## src/rtl/video_frame_pkg.sv

```systemverilog
// Shared types and helpers for video_frame_gen.
//   state_t    : frame timing FSM states
//   cnt_width  : counter width able to index 0..n-1 (min 1 bit)
//   max2       : larger of two values, for sizing shared counters
package video_frame_pkg;

    typedef enum logic [2:0] {
        ST_IDLE   = 3'd0,
        ST_LEAD   = 3'd1,
        ST_ACTIVE = 3'd2,
        ST_HBLANK = 3'd3,
        ST_VBLANK = 3'd4
    } state_t;

    function automatic int unsigned max2(input int unsigned a, input int unsigned b);
        return (a > b) ? a : b;
    endfunction

    function automatic int unsigned cnt_width(input int unsigned n);
        return (n <= 1) ? 1 : $clog2(n);
    endfunction

endpackage

```

## src/rtl/video_frame_gen.sv

```systemverilog
// video_frame_gen: free-running video frame source (vsync/href/pixel) fed by
// a valid/ready pixel stream. Timing never stalls; a missing pixel is sent as
// 0 and latched in the sticky underflow flag.
//
// Ports:
//   clk, rst            pixel clock, asynchronous active-high reset
//   enable              frames are generated while high (checked in IDLE and
//                       at the end of VBLANK)
//   tpg_mode            (only with VIDEO_FRAME_GEN_TPG_EN) test pattern select,
//                       sampled at LEAD entry
//   s_valid, s_data     upstream pixel stream
//   s_ready             combinational request: next cycle is an active pixel
//   out_frame_vsync     high over lead + all lines of a frame
//   out_frame_href      high on active pixels
//   out_img_data        pixel, 0 while href is low
//   frame_done          one-cycle pulse on the vsync falling cycle
//   underflow           sticky: an active pixel had no valid data
//
// Optional feature macro: VIDEO_FRAME_GEN_TPG_EN (test pattern generator).
module video_frame_gen
    import video_frame_pkg::*;
#(
    parameter int unsigned DATA_WIDTH = 8,
    parameter int unsigned IMG_HDISP  = 640,
    parameter int unsigned IMG_VDISP  = 480,
    parameter int unsigned H_BLANK    = 16,
    parameter int unsigned VS_LEAD    = 16,
    parameter int unsigned V_BLANK    = 32
) (
    input  logic                  clk,
    input  logic                  rst,
    input  logic                  enable,
`ifdef VIDEO_FRAME_GEN_TPG_EN
    input  logic                  tpg_mode,
`endif
    input  logic                  s_valid,
    input  logic [DATA_WIDTH-1:0] s_data,
    output logic                  s_ready,
    output logic                  out_frame_vsync,
    output logic                  out_frame_href,
    output logic [DATA_WIDTH-1:0] out_img_data,
    output logic                  frame_done,
    output logic                  underflow
);

    localparam int unsigned HW = cnt_width(max2(max2(IMG_HDISP, H_BLANK), max2(VS_LEAD, V_BLANK)));
    localparam int unsigned VW = cnt_width(IMG_VDISP);

    localparam logic [HW-1:0] LEAD_LAST = HW'(VS_LEAD - 1);
    localparam logic [HW-1:0] ACT_LAST  = HW'(IMG_HDISP - 1);
    localparam logic [HW-1:0] HB_LAST   = HW'(H_BLANK - 1);
    localparam logic [HW-1:0] VB_LAST   = HW'(V_BLANK - 1);
    localparam logic [VW-1:0] LINE_LAST = VW'(IMG_VDISP - 1);

    state_t                  state_q, state_d;
    logic [HW-1:0]           h_cnt_q, h_cnt_d;
    logic [VW-1:0]           v_cnt_q, v_cnt_d;
    logic                    vsync_q, vsync_d;
    logic                    href_q, href_d;
    logic [DATA_WIDTH-1:0]   data_q, data_d;
    logic                    done_q, done_d;
    logic                    unf_q, unf_d;
    logic                    tpg_on;
    logic                    pix_slot;

`ifdef VIDEO_FRAME_GEN_TPG_EN
    localparam int unsigned SW = max2(HW, VW) + 1;

    logic          tpg_q, tpg_d;
    logic [SW-1:0] tpg_sum;

    assign tpg_on = tpg_q;
`else
    assign tpg_on = 1'b0;
`endif

    // Timing FSM, counters and next values of every registered output.
    always_comb begin
        state_d  = state_q;
        h_cnt_d  = h_cnt_q;
        v_cnt_d  = v_cnt_q;
        unf_d    = unf_q;
        s_ready  = 1'b0;
        data_d   = '0;
`ifdef VIDEO_FRAME_GEN_TPG_EN
        tpg_d    = tpg_q;
        tpg_sum  = '0;
`endif

        unique case (state_q)
            ST_IDLE: begin
                if (enable) begin
                    state_d = ST_LEAD;
                    h_cnt_d = '0;
                    v_cnt_d = '0;
                end
            end
            ST_LEAD: begin
                if (h_cnt_q == LEAD_LAST) begin
                    state_d = ST_ACTIVE;
                    h_cnt_d = '0;
                end else begin
                    h_cnt_d = h_cnt_q + HW'(1);
                end
            end
            ST_ACTIVE: begin
                if (h_cnt_q == ACT_LAST) begin
                    state_d = ST_HBLANK;
                    h_cnt_d = '0;
                end else begin
                    h_cnt_d = h_cnt_q + HW'(1);
                end
            end
            ST_HBLANK: begin
                if (h_cnt_q == HB_LAST) begin
                    h_cnt_d = '0;
                    if (v_cnt_q == LINE_LAST) begin
                        state_d = ST_VBLANK;
                        v_cnt_d = '0;
                    end else begin
                        state_d = ST_ACTIVE;
                        v_cnt_d = v_cnt_q + VW'(1);
                    end
                end else begin
                    h_cnt_d = h_cnt_q + HW'(1);
                end
            end
            ST_VBLANK: begin
                if (h_cnt_q == VB_LAST) begin
                    state_d = enable ? ST_LEAD : ST_IDLE;
                    h_cnt_d = '0;
                end else begin
                    h_cnt_d = h_cnt_q + HW'(1);
                end
            end
            default: begin
                state_d = ST_IDLE;
                h_cnt_d = '0;
                v_cnt_d = '0;
            end
        endcase

        // Outputs are registered from the next state, so they describe the
        // cycle that state_d is about to become.
        pix_slot = (state_d == ST_ACTIVE);
        vsync_d  = (state_d == ST_LEAD) || (state_d == ST_ACTIVE) || (state_d == ST_HBLANK);
        href_d   = pix_slot;
        done_d   = (state_q == ST_HBLANK) && (state_d == ST_VBLANK);

`ifdef VIDEO_FRAME_GEN_TPG_EN
        if ((state_d == ST_LEAD) && (state_q != ST_LEAD)) begin
            tpg_d = tpg_mode;
        end
        tpg_sum = SW'(h_cnt_d) + SW'(v_cnt_d);
`endif

        s_ready = pix_slot && !tpg_on;

        if (pix_slot) begin
`ifdef VIDEO_FRAME_GEN_TPG_EN
            if (tpg_on) begin
                data_d = DATA_WIDTH'(tpg_sum);
            end else if (s_valid) begin
                data_d = s_data;
            end
`else
            if (s_valid) begin
                data_d = s_data;
            end
`endif
        end

        // A fresh start from IDLE forgets earlier underflows.
        if ((state_q == ST_IDLE) && (state_d == ST_LEAD)) begin
            unf_d = 1'b0;
        end
        if (s_ready && !s_valid) begin
            unf_d = 1'b1;
        end
    end

    // State and output registers.
    always_ff @(posedge clk or posedge rst) begin
        if (rst) begin
            state_q <= ST_IDLE;
            h_cnt_q <= '0;
            v_cnt_q <= '0;
            vsync_q <= 1'b0;
            href_q  <= 1'b0;
            data_q  <= '0;
            done_q  <= 1'b0;
            unf_q   <= 1'b0;
`ifdef VIDEO_FRAME_GEN_TPG_EN
            tpg_q   <= 1'b0;
`endif
        end else begin
            state_q <= state_d;
            h_cnt_q <= h_cnt_d;
            v_cnt_q <= v_cnt_d;
            vsync_q <= vsync_d;
            href_q  <= href_d;
            data_q  <= data_d;
            done_q  <= done_d;
            unf_q   <= unf_d;
`ifdef VIDEO_FRAME_GEN_TPG_EN
            tpg_q   <= tpg_d;
`endif
        end
    end

    assign out_frame_vsync = vsync_q;
    assign out_frame_href  = href_q;
    assign out_img_data    = data_q;
    assign frame_done      = done_q;
    assign underflow       = unf_q;

endmodule

```

## config.mk

```make
export PLATFORM = sky130hd
export DESIGN_NAME = video_frame_gen
export DESIGN_NICKNAME = d
export VERILOG_FILES = /design/src/rtl/video_frame_pkg.sv /design/src/rtl/video_frame_gen.sv
export SDC_FILE = /design/constraint.sdc
export NUM_CORES = 1
export LEC_CHECK = 0
export ABC_AREA = 1
export BUFFER_PORTS_ARGS = -buffer_cell sky130_fd_sc_hd__buf_2
export CORE_ASPECT_RATIO = 0.9
export CORE_MARGIN = 2
export CORE_UTILIZATION = 51
export DETAILED_ROUTE_END_ITERATION = 12
export PLACE_DENSITY = 0.75
export SYNTH_ARGS = -nofsm -noshare
export SYNTH_HDL_FRONTEND = slang
export SYNTH_SLANG_ARGS = --single-unit
```

## constraint.sdc

```tcl
create_clock -name clk -period 1.9 [get_ports clk]
set_clock_uncertainty 0.2 [all_clocks]
set_input_delay 0.285 -clock clk [delete_from_list [all_inputs] [get_ports clk]]
set_output_delay 0.285 -clock clk [all_outputs]
set_load 0.01 [all_outputs]
```

* Word-level counts from Yosys, hierarchy flattened
Cells that the tools add are included.
** Word-level totals
- Bits in registers :: 34
- Output and inout bits :: 13
** Operators by class
- Add/sub/neg operators :: 2
- Equal/unequal tests :: 14
- Muxes and demuxes :: 21
- Bitwise gates (word level) :: 1
- Reductions and logical operators :: 11
** Operator list (number)
- $mux 10 :: 4
- $pmux 10 s4 :: 1
- $mux 9 :: 3
- $pmux 9 s3 :: 1
- $mux 3 :: 6
- $mux 8 :: 2
- $pmux 3 s5 :: 1
- $eq 3x2->1 const B :: 4
- $add 10x1->10 const B :: 1
- $eq 10x10->1 const B :: 1
- $eq 10x4->1 const B :: 1
- $eq 10x5->1 const B :: 1
- $add 9x1->9 const B :: 1
- $eq 9x9->1 const B :: 1
- $eq 3x1->1 const B :: 2
- $eq 3x3->1 const B :: 2
- $ne 2x2->1 const B :: 2
- $logic_and 1x1->1 :: 3
- $logic_not 3->1 :: 1
- $mux 1 :: 3
- $reduce_and 3->1 :: 1
- $reduce_or 3->1 :: 1
- $logic_or 1x1->1 :: 2
- $reduce_bool 2->1 :: 1
- other kinds (3) :: 3

* Longest topological paths before layout
Gate-level depths: netlist of the first run.
- Word-level depth :: 8
- Mapped depth :: 10
- Mapped depth without buffers :: 10

* Worst setup path after synthesis of the first run
No wires, ideal clock.
- Path type :: register to output
- Start point :: register v_cnt_q[0]
- End point :: output s_ready
- Arrival :: 1400 ps
- Data required time :: 1415 ps
- Setup slack :: 15 ps
- Stages on the path, launching flop included :: 11
- Cells stage by stage :: dfrtp_1 ha_1 nand3_1 nor2_1 nand2_1 nand2_1 nand3_1 nand2_1 inv_2 nand2_4 inv_1
** On the way
- Longest elaborated chain between the ends :: 5
** Ends and longest elaborated chain
- start: declaration :: line video_frame_gen.sv:57 : logic [VW-1:0] v_cnt_q, v_cnt_d;
- start signal: assignment :: line video_frame_gen.sv:199 : v_cnt_q <= v_cnt_d;
- $eq 9x9->1 :: line video_frame_gen.sv:117 : if (v_cnt_q == LINE_LAST) begin
- $mux 3 :: line video_frame_gen.sv:117
- $mux 3 :: line video_frame_gen.sv:115 : if (h_cnt_q == HB_LAST) begin
- $pmux 3 s5 :: line video_frame_gen.sv:90 : unique case (state_q)
- net state_d[1] :: line video_frame_gen.sv:55 : state_t state_q, state_d;
- $eq 3x2->1 :: line video_frame_gen.sv:145 : pix_slot = (state_d == ST_ACTIVE);
- end: declaration :: line video_frame_gen.sv:38 : output logic s_ready,
The timed path passes the listed nets, and every way through them passes these cells.

* Final worst setup path of the first run
- Start point :: register h_cnt_q[0]
- End point :: output s_ready
** On the way
- Longest elaborated chain between the ends :: 4
- Elaborated cells on any way between the ends :: 9
** Ends and longest elaborated chain
- start: declaration :: line video_frame_gen.sv:56 : logic [HW-1:0] h_cnt_q, h_cnt_d;
- start signal: assignment :: line video_frame_gen.sv:198 : h_cnt_q <= h_cnt_d;
- $eq 10x5->1, or another cell as far along :: line video_frame_gen.sv:129 : if (h_cnt_q == VB_LAST) begin
- $mux 3, on equally long branches
- $pmux 3 s5 (*) :: line video_frame_gen.sv:90
- net state_d[1] :: line video_frame_gen.sv:55
- $eq 3x2->1 (*) :: line video_frame_gen.sv:145
Mark *: on every way through the listed nets, which the timed path passes. The rest lies on a longest branch.

==> results of run 1 <==
-- power by group --
| group | internal, mW | total, mW | leakage [nW] | switching, mW |
|---|---|---|---|---|
| Clock | 0.292 | 0.543 | 0.0482 | 0.250 |
| Sequential | 0.725 | 0.725 | 0.432 | 0.000452 |
| Combinational | 0.0139 | 0.0388 | 0.777 | 0.0249 |
-- worst min-delay path by stage --
stage	slack, ns	to	cells after the start
5_1_grt	0.02	out_img_data[3]	3
3_5_place_dp	0.20	v_cnt_q[6]	3
4_1_cts	0.02	out_img_data[3]	3
6_report	0.02	out_img_data[3]	3
2_1_floorplan	0.21	out_img_data[0]	2
3_3_place_gp	0.20	v_cnt_q[8]	3
-- state kept, by name, summed over array words and instances (netlist names) --
name	flops
out_frame_href	1
frame_done	1
h_cnt_q	10
underflow	1
v_cnt_q	9
state_q	3
out_img_data	8
out_frame_vsync	1
-- area by class of cell --
cell class                      instances  area (sq um)
Fill cell                             239           932
Multi-Input combinational cell        158           900
Sequential cell                        34           851
Timing Repair Buffer                   58           397
Inverter                               34           128
Clock buffer                            7          86.3
Tap cell                               44          55.1
Clock inverter                          1          5.00
-- repair_timing --
| item | 4_1_cts | 5_1_grt |
|---|---|---|
| pin swaps | 7 | 7 |
| setup endpoints to repair | 1 | 21 |
| hold endpoints to repair | 34 | 0 |
| gates resized for setup | 12 | 19 |
| setup buffers | 6 | 6 |
| hold buffers | 1 | 0 |
| cloned | 0 | 0 |
-- worst max-delay path: cells and delay by family (launching register included) --
family | cells | cell delay (ns)
AO/OA/AOI/OAI | 1 | 0.17
adder cells (fa/ha/maj) | 1 | 0.17
AND/OR/NAND/NOR | 5 | 0.45
buffers and inverters | 3 | 0.23
flip-flops | 1 | 0.41
-- Yosys cell counts, types with 3 or more instances --
cell,count,area (sq um)
nor3_1,6,30.0
inv_1,30,113
nand2_1,63,236
nor2_1,28,105
xor2_1,5,43.8
a21oi_1,8,40.0
o21ai_0,6,30.0
nand4_1,4,25.0
dfrtp_1,34,851
nand3_1,17,85.1
nand3b_1,3,22.5
inv_2,4,15.0
-- kinds of logic (layout without fill, tap and decap cells) --
family / Yosys count / in the layout / share of synthesized area, %
AO/OA/AOI/OAI: 20 / 20 / 6.95
XOR/XNOR: 5 / 5 / 2.46
adder cells (fa/ha/maj): 2 / 2 / 1.40
buffers and inverters: 36 / 100 / 8.01
flip-flops: 34 / 34 / 47.8
multiplexers: 1 / 1 / 0.562
AND/OR/NAND/NOR: 130 / 130 / 32.9
-- routing by layer --
layer | vias to the layer above | share of wire (%) | track usage, %
met4 | 0 | 0.85 | 8.75
met5 | - | 0 | 0
met3 | 4 | 4.3 | 6.03
li1 | 835 | - | -
met1 | 757 | 43 | 26.1
met2 | 29 | 51 | 39.9
-- stage by stage --
step,setup TNS (ns),worst slack [ns]
after global placement,0,0.0296
final,-0.295,-0.295
after CTS,-0.233,-0.233
after detailed placement,0,0.000603
after floorplan,0,0.0146
after global routing,-0.653,-0.383
==> results.ini, run 1 <==
[cells_and_area]
post-route-util_pct = 72.2
final_common_cell = nand2_1
stdcell_area_sq_um = 2420
drive_above_1_share_pct = 35.3
final_cell_mix = nand2_1, dfrtp_1, buf_4
layout.nets = 305
final_cells = 336
antenna_cells = 0
area_growth_pct = 35.9

[placement]
place_area_sq_um = 2130
place_congestion = 0.850
port-buffer-count = 24
dp.cells = 317
dp_hpwl_mm = 2.76

[cts]
cts_tree = built
insertion_delay_ns = 0.28
cts_buffer_depth = 2
htreeDepth = 2
cts_buffers = 5
clkTransAtPathRegs_ns = 0.06
clockRootBuffer = clkbuf_8
numClockSinks = 34

[critical_path]
worstPathRequired_ns = 1.41
crit_type = reg2out
reg2reg_slack_ns = 0.01
crit-reg2reg-launch = h_cnt_q[0]
crit_arrival_ns = 1.71
r2r_cells = 12
slowest_delay_ns = 0.41
cp_max_fo = 3
cp-end-kind = output pin
slowest_stage = dfrtp_1
endpoint = s_ready
critPathLaunchType = flop
r2r_end = underflow
startpoint = h_cnt_q[0]
path_cells = ha_4, nand3_2, nor2_2, nand2_2, a21oi_2, nand2_2, inv_2, nand2_4, inv_2, buf_6

[global_route]
grt_max_degree = 35
first_global_vias = 1598
antenna_found_initial = 0
grt.total_usage_pct = 22.5
grt_pass1_wl_mm = 6.63
grt_overflow = 0

[floorplanning]
start_util_pct = 53.1
die_h_microns = 60.1
core_sq_um = 3350
rows = 20
die_area_sq_um = 3980
io_pins = 25
die_x_microns = 66.3

[synthesis]
ys.flop_type = dfrtp_1
synth-seq-cells = 34
synth_edf_count = 0
async_flop_share_pct = 100
syn_inst = 228
avgSynthCellArea_sq_um = 7.81
seq_area_frac_synth_pct = 47.8
synth_cell_types = 27
synth_nets = 242
synthesis.yosys.warnings = 0
syn_area_sq_um = 1780

[timing]
setup_viol = 1
worst_pin_slew_ns = 0.417
whs_ns = 0.0222
worst_slack_ns = -0.295
post-route-period-util_pct = 116
slew_headroom_pct = 72.2
rsz0062_at_grt = true
finalHoldViolations = 0
max_freq_ghz = 0.456
slew_viol_final = 0
min_period_ns = 2.20

[run_status]
status = finished with violations
violations = negative setup slack

[flow_run]
timing.max_cap.violations = 0

[route]
viasPerCell = 4.84
routed-via-count = 1625
wl_per_cell_microns = 12.2
ant_nets = 0
drt_iter0_markers = 53
drc = 0
dr.pass1.iters = 4
routed_wirelength_mm = 4.11

[min_path]
min_path_type = in2reg
min_from = s_data[3]

[power]
ir_worst_vdd_mv = 0.683
power_density_nw_per_um2 = 540
p_leak_nw = 1.26
total_power_mw = 1.31

(Power assumes the default switching activity.)
==> run 2, diff against run 1 <==
--- a/config.mk
+++ b/config.mk
@@ -5,13 +5,13 @@
 export SDC_FILE = /design/constraint.sdc
 export NUM_CORES = 1
 export LEC_CHECK = 0
-export ABC_AREA = 1
 export BUFFER_PORTS_ARGS = -buffer_cell sky130_fd_sc_hd__buf_2
 export CORE_ASPECT_RATIO = 0.9
 export CORE_MARGIN = 2
 export CORE_UTILIZATION = 51
 export DETAILED_ROUTE_END_ITERATION = 12
 export PLACE_DENSITY = 0.75
+export SETUP_SLACK_MARGIN = 0.5
 export SYNTH_ARGS = -nofsm -noshare
 export SYNTH_HDL_FRONTEND = slang
 export SYNTH_SLANG_ARGS = --single-unit
==> results.ini, run 2 <==
[global_route]
grt_max_degree = 35
antenna_found_initial = 0
grt_overflow = 0
first_global_vias = 1897
grt.total_usage_pct = 31.1
grt_pass1_wl_mm = 9.11

[critical_path]
slowest_stage = dfrtp_2
r2r_cells = 9
critPathLaunchType = flop
cp.depth = 7
crit_arrival_ns = 2.00
cp_num_buf_inv = 2
crit_type = reg2out
path_cells = nor3_4, buf_6, a32oi_2, o21ai_2, or2_4, nor3_4, buf_2
crit_family = simple AND/OR/NAND/NOR gates
worstPathRequired_ns = 1.41
slowest_delay_ns = 0.49
crit_top_cell = nor3_4
cp_max_fo = 6
cp-end-kind = output pin

[synthesis]
synth_area_leaders = dfrtp_1, nand2_1, o21ai_0, and3_1, nand3_1
avgSynthCellArea_sq_um = 9.86
async_flop_share_pct = 100
yosysMostFrequentCell = dfrtp_1
yosys-top-cells-count = dfrtp_1, nand2_1, o21ai_0
synth-seq-cells = 34
synthesis.yosys.warnings = 0
synth.top_cell.area_share_pct = 47.2
syn_area_sq_um = 1800
synth_cell_types = 50
synth_nets = 197
ys.flop_type = dfrtp_1
seq_area_frac_synth_pct = 47.2
synth_top_area_cell = dfrtp_1
synth_edf_count = 0
syn_inst = 183

[min_path]
min_path_type = in2reg
min_delay_path_depth = 2

[power]
combPwrFrac_pct = 51.8
total_power_mw = 3.17
ir_worst_vdd_mv = 0.639
p_leak_nw = 1.36
switching_share_pct = 39.7
pwr-share-seq_pct = 32.2
p_sw_mw = 1.26
intPower_mw = 1.91
pwr-share-clk_pct = 16.1
power_density_nw_per_um2 = 1150

[cts]
clockRootBuffer = clkbuf_8
cts_buffers = 5
clkTransAtPathRegs_ns = 0.07
htreeDepth = 2
numClockSinks = 34
cts_buffer_depth = 2
cts_tree = built
insertion_delay_ns = 0.30

[floorplanning]
die_h_microns = 60.4
io_pins = 25
die_x_microns = 66.7
core_sq_um = 3380
die_area_sq_um = 4030
start_util_pct = 53.4
rows = 20

[route]
wl_per_cell_microns = 22.8
routed_wirelength_mm = 7.21
dr.pass1.iters = 7
drc = 0
drt_iter0_markers = 339
routed-via-count = 2070
viasPerCell = 6.55
ant_nets = 0

[timing]
whs_ns = 0.000538
setup_viol = 34
setup_tns_ns = -9.39
rsz0062_at_grt = true
post-route-period-util_pct = 131
worst_pin_slew_ns = 0.633
slew_headroom_pct = 57.3
max_freq_ghz = 0.402
worst_slack_ns = -0.587
min_period_ns = 2.49
slew_viol_final = 0
finalHoldViolations = 0

[cells_and_area]
regMostFlops = h_cnt_q
drive_above_1_share_pct = 52.6
antenna_cells = 0
stdcell_area_sq_um = 2750
area_growth_pct = 52.4
fill_cells = 167
largest_reg_flops = 10
final_cell_mix = buf_4, dfrtp_1, buf_2
layout.nets = 286
final_common_cell = buf_4

[placement]
port-buffer-count = 24
post-place-ws_ns = -0.252
place_congestion = 0.893
place_area_sq_um = 2310
dp_hpwl_mm = 3.30

[run_status]
violations = negative setup slack
status = finished with violations

[flow_run]
timing.max_cap.violations = 0

run 2: cell types whose count changed in the layout (fill, tap and decap cells not counted), moves of 4 or more:
cell / delta
and3_1: +10
buf_6: +9
nor2b_1: +4
inv_1: -24
o21ai_2: +5
nand3_1: -4
a21oi_1: -5
nor2_1: -13
nand2_1: -37
buf_4: +19
inv_2: -5
nand2_2: -9
run 2: final cells by class:
class / count / area [sq um] / share of cell area [%]
Sequential cell: 34 / 853 / 31.0
Multi-Input combinational cell: 140 / 1120 / 40.6
Inverter: 5 / 18.8 / 0.683
Clock buffer: 5 / 68.8 / 2.50
Timing Repair Buffer: 86 / 626 / 22.8
Clock inverter: 2 / 10.0 / 0.364
Tap cell: 44 / 55.1 / 2.00
run 2: worst register-to-register path, stage by stage (launching register included):
cell	delay [ns]
dfrtp_2	0.49
nor3_4	0.35
nand3_4	0.11
buf_4	0.16
buf_6	0.11
o211a_4	0.25
buf_6	0.13
buf_6	0.13
o21ai_1	0.25
o31ai_2	0.13
run 2: worst paths after layout:
path                       startpoint    endpoint  slack [ns]
setup / recovery           h_cnt_q[6]     s_ready       -0.59
hold / removal                s_valid   underflow      0.0005
setup reg to reg           h_cnt_q[6]  v_cnt_q[6]       -0.54
hold reg to reg             underflow   underflow        0.30
max in group asynchronous         rst  h_cnt_q[6]        0.74
min in group asynchronous         rst  state_q[1]        0.42
run 2: logic make-up (layout without fill, tap and decap cells):
kind of cell / Yosys count / in the layout / synth area share, %
AND/OR/NAND/NOR: 91 / 91 / 29.8
AO/OA/AOI/OAI: 44 / 44 / 17.5
flip-flops: 34 / 34 / 47.2
buffers and inverters: 9 / 98 / 2.70
XOR/XNOR: 3 / 3 / 1.46
adder cells (fa/ha/maj): 2 / 2 / 1.39
run 2: through the flow:
stage          cells  utilization (%)
2_1_floorplan    183                -
6_report         316             81.4
5_1_grt          316             81.4
3_3_place_gp     292             68.4
3_5_place_dp     292             68.4
4_1_cts          310             76.0
run 2: what timing repair did:
action | 4_1_cts | 5_1_grt
hold endpoints to repair | 34 | 0
hold buffers | 1 | 0
pin swaps | 20 | 12
resized for setup | 21 | 33
endpoints found under the setup margin | 35 | 35
gates cloned | 0 | 0
setup buffers | 10 | 6
run 2: power by group through the flow:
stage	Clock [mW]	Sequential, mW	Combinational (mW)
2_1_floorplan	0	1.03	0.627
3_3_place_gp	0	0.992	1.09
3_5_place_dp	0	0.998	1.15
4_1_cts	0.501	0.995	1.31
5_1_grt	0.539	1.03	1.72
6_report	0.509	1.02	1.64
run 2: per-layer routing:
metal  up-vias  share of wire [%]  wire [microns]  GRT usage [%]
li1        854                  -               -              -
met1       985                 36            2600           36.0
met2       173                 46            3320           53.1
met3        58                9.9             716           7.98
met4         0                7.9             573           17.5
met5         -                  0               0              0
==> run 3, diff against run 2 <==
--- a/config.mk
+++ b/config.mk
@@ -5,12 +5,13 @@
 export SDC_FILE = /design/constraint.sdc
 export NUM_CORES = 1
 export LEC_CHECK = 0
+export ABC_AREA = 1
 export BUFFER_PORTS_ARGS = -buffer_cell sky130_fd_sc_hd__buf_2
 export CORE_ASPECT_RATIO = 0.9
 export CORE_MARGIN = 2
-export CORE_UTILIZATION = 51
+export CORE_UTILIZATION = 60
 export DETAILED_ROUTE_END_ITERATION = 12
-export PLACE_DENSITY = 0.75
+export PLACE_DENSITY = 0.83
 export SETUP_SLACK_MARGIN = 0.5
 export SYNTH_ARGS = -nofsm -noshare
 export SYNTH_HDL_FRONTEND = slang
==> constraint.sdc (replaced) <==
create_clock -name clk -period 3.1 [get_ports clk]
set_clock_uncertainty 0.2 [all_clocks]
set_input_delay 0.465 -clock clk [delete_from_list [all_inputs] [get_ports clk]]
set_output_delay 0.465 -clock clk [all_outputs]
set_load 0.05 [all_outputs]
==> results.ini, run 3 (synthesis results as in run 1) <==
[critical_path]
path_cells = ha_2, nand3_2, nor2_1, nand2_2, nand2_2, nand3_1, nand2_2, inv_2, nand2_4, inv_1, buf_6
reg2reg_slack_ns = 1.02
crit_arrival_ns = 1.88
slowest_delay_ns = 0.39
critPathLaunchType = flop
slowest_stage = dfrtp_1
startpoint = h_cnt_q[0]
r2r_cells = 10
crit-reg2reg-launch = h_cnt_q[0]
endpoint = s_ready
r2r_end = h_cnt_q[1]
crit_type = reg2out
cp_max_fo = 3
crit_top_cell = nand2_2
worstPathRequired_ns = 2.43
cp-end-kind = output pin

[route]
drc = 0
ant_nets = 0
wl_per_cell_microns = 11.8
routed-via-count = 1549
viasPerCell = 5.00
routed_wirelength_mm = 3.66
drt_iter0_markers = 57
dr.pass1.iters = 4

[floorplanning]
die_h_microns = 55.7
die_area_sq_um = 3420
io_pins = 25
rows = 18
core_sq_um = 2790
die_x_microns = 61.4
start_util_pct = 63.8

[power]
power_density_nw_per_um2 = 337
total_power_mw = 0.721
p_leak_nw = 1.13
ir_worst_vdd_mv = 0.291

[cts]
cts_buffer_depth = 2
postCtsHoldBufs = 0
clockRootBuffer = clkbuf_4
clkTransAtPathRegs_ns = 0.10
insertion_delay_ns = 0.34
cts_tree = built
htreeDepth = 2
numClockSinks = 34
cts_buffers = 5

[cells_and_area]
final_cells = 310
post-route-util_pct = 76.7
stdcell_area_sq_um = 2140
regMostFlops = h_cnt_q
largest_reg_flops = 10
final_cell_mix = nand2_1, dfrtp_1, inv_1
final_common_cell = nand2_1
layout.nets = 283
drive_above_1_share_pct = 27.8
area_growth_pct = 20.2
antenna_cells = 0

[placement]
port-buffer-count = 24
post-place-ws_ns = 0.618
dp_hpwl_mm = 2.44
dp.cells = 291
place_congestion = 0.913
place_area_sq_um = 1940

[global_route]
grt.total_usage_pct = 23.4
first_global_vias = 1472
grt_max_degree = 35
grt_pass1_wl_mm = 6.07
antenna_found_initial = 0
grt_overflow = 0

[timing]
setup_tns_ns = 0
worst_slack_ns = 0.560
post-route-period-util_pct = 81.9
slew_headroom_pct = 73.0
slew_viol_final = 0
whs_ns = -0.00543
finalHoldViolations = 17
rsz0062_at_grt = false
min_period_ns = 2.54
setup_viol = 0
worst_pin_slew_ns = 0.402
max_freq_ghz = 0.394

[run_status]
violations = negative hold slack
status = finished with violations

[min_path]
min_path_type = in2async

[flow_run]
timing.max_cap.violations = 0

run 3: layout make-up:
cell class,instances,area [sq um]
Sequential cell,34,852
Multi-Input combinational cell,158,835
Fill cell,226,652
Timing Repair Buffer,36,216
Inverter,34,128
Clock buffer,7,55.1
Tap cell,40,50.0
Clock inverter,1,5.00
run 3: what timing repair did:
item | 4_1_cts | 5_1_grt
gates cloned | 0 | 0
resized for setup | 9 | 9
setup buffers | 7 | 4
pin swaps | 5 | 7
setup endpoints to repair | 1 | 1
run 3: worst min path at each step:
stage,start,end,slack [ns]
after floorplan,v_cnt_q[1],v_cnt_q[1],0.27
after global placement,underflow,underflow,0.27
after detailed placement,underflow,underflow,0.28
after CTS,rst,underflow,0.004
after global routing,rst,underflow,0.03
final,rst,v_cnt_q[7],-0.005
run 3: routing by layer:
layer / share of wire, % / global-route usage, % / vias to the layer above
li1: - / - / 796
met1: 47 / 32.2 / 681
met2: 43 / 33.9 / 60
met3: 7.3 / 8.37 / 12
met4: 3.0 / 8.81 / 0
met5: 0 / 0 / -
run 3: worst max-delay path, delay by kind of cell (launching register included):
kind / cells / cell delay, ns
AND/OR/NAND/NOR: 7 / 0.69
flip-flops: 1 / 0.39
buffers and inverters: 3 / 0.25
adder cells (fa/ha/maj): 1 / 0.21
run 3: power by group:
| part | internal (mW) | leakage, nW | switching, mW |
|---|---|---|---|
| Sequential | 0.444 | 0.431 | 0.000341 |
| Clock | 0.110 | 0.0353 | 0.145 |
| Combinational | 0.00767 | 0.660 | 0.0143 |
| Total | 0.561 | 1.13 | 0.160 |
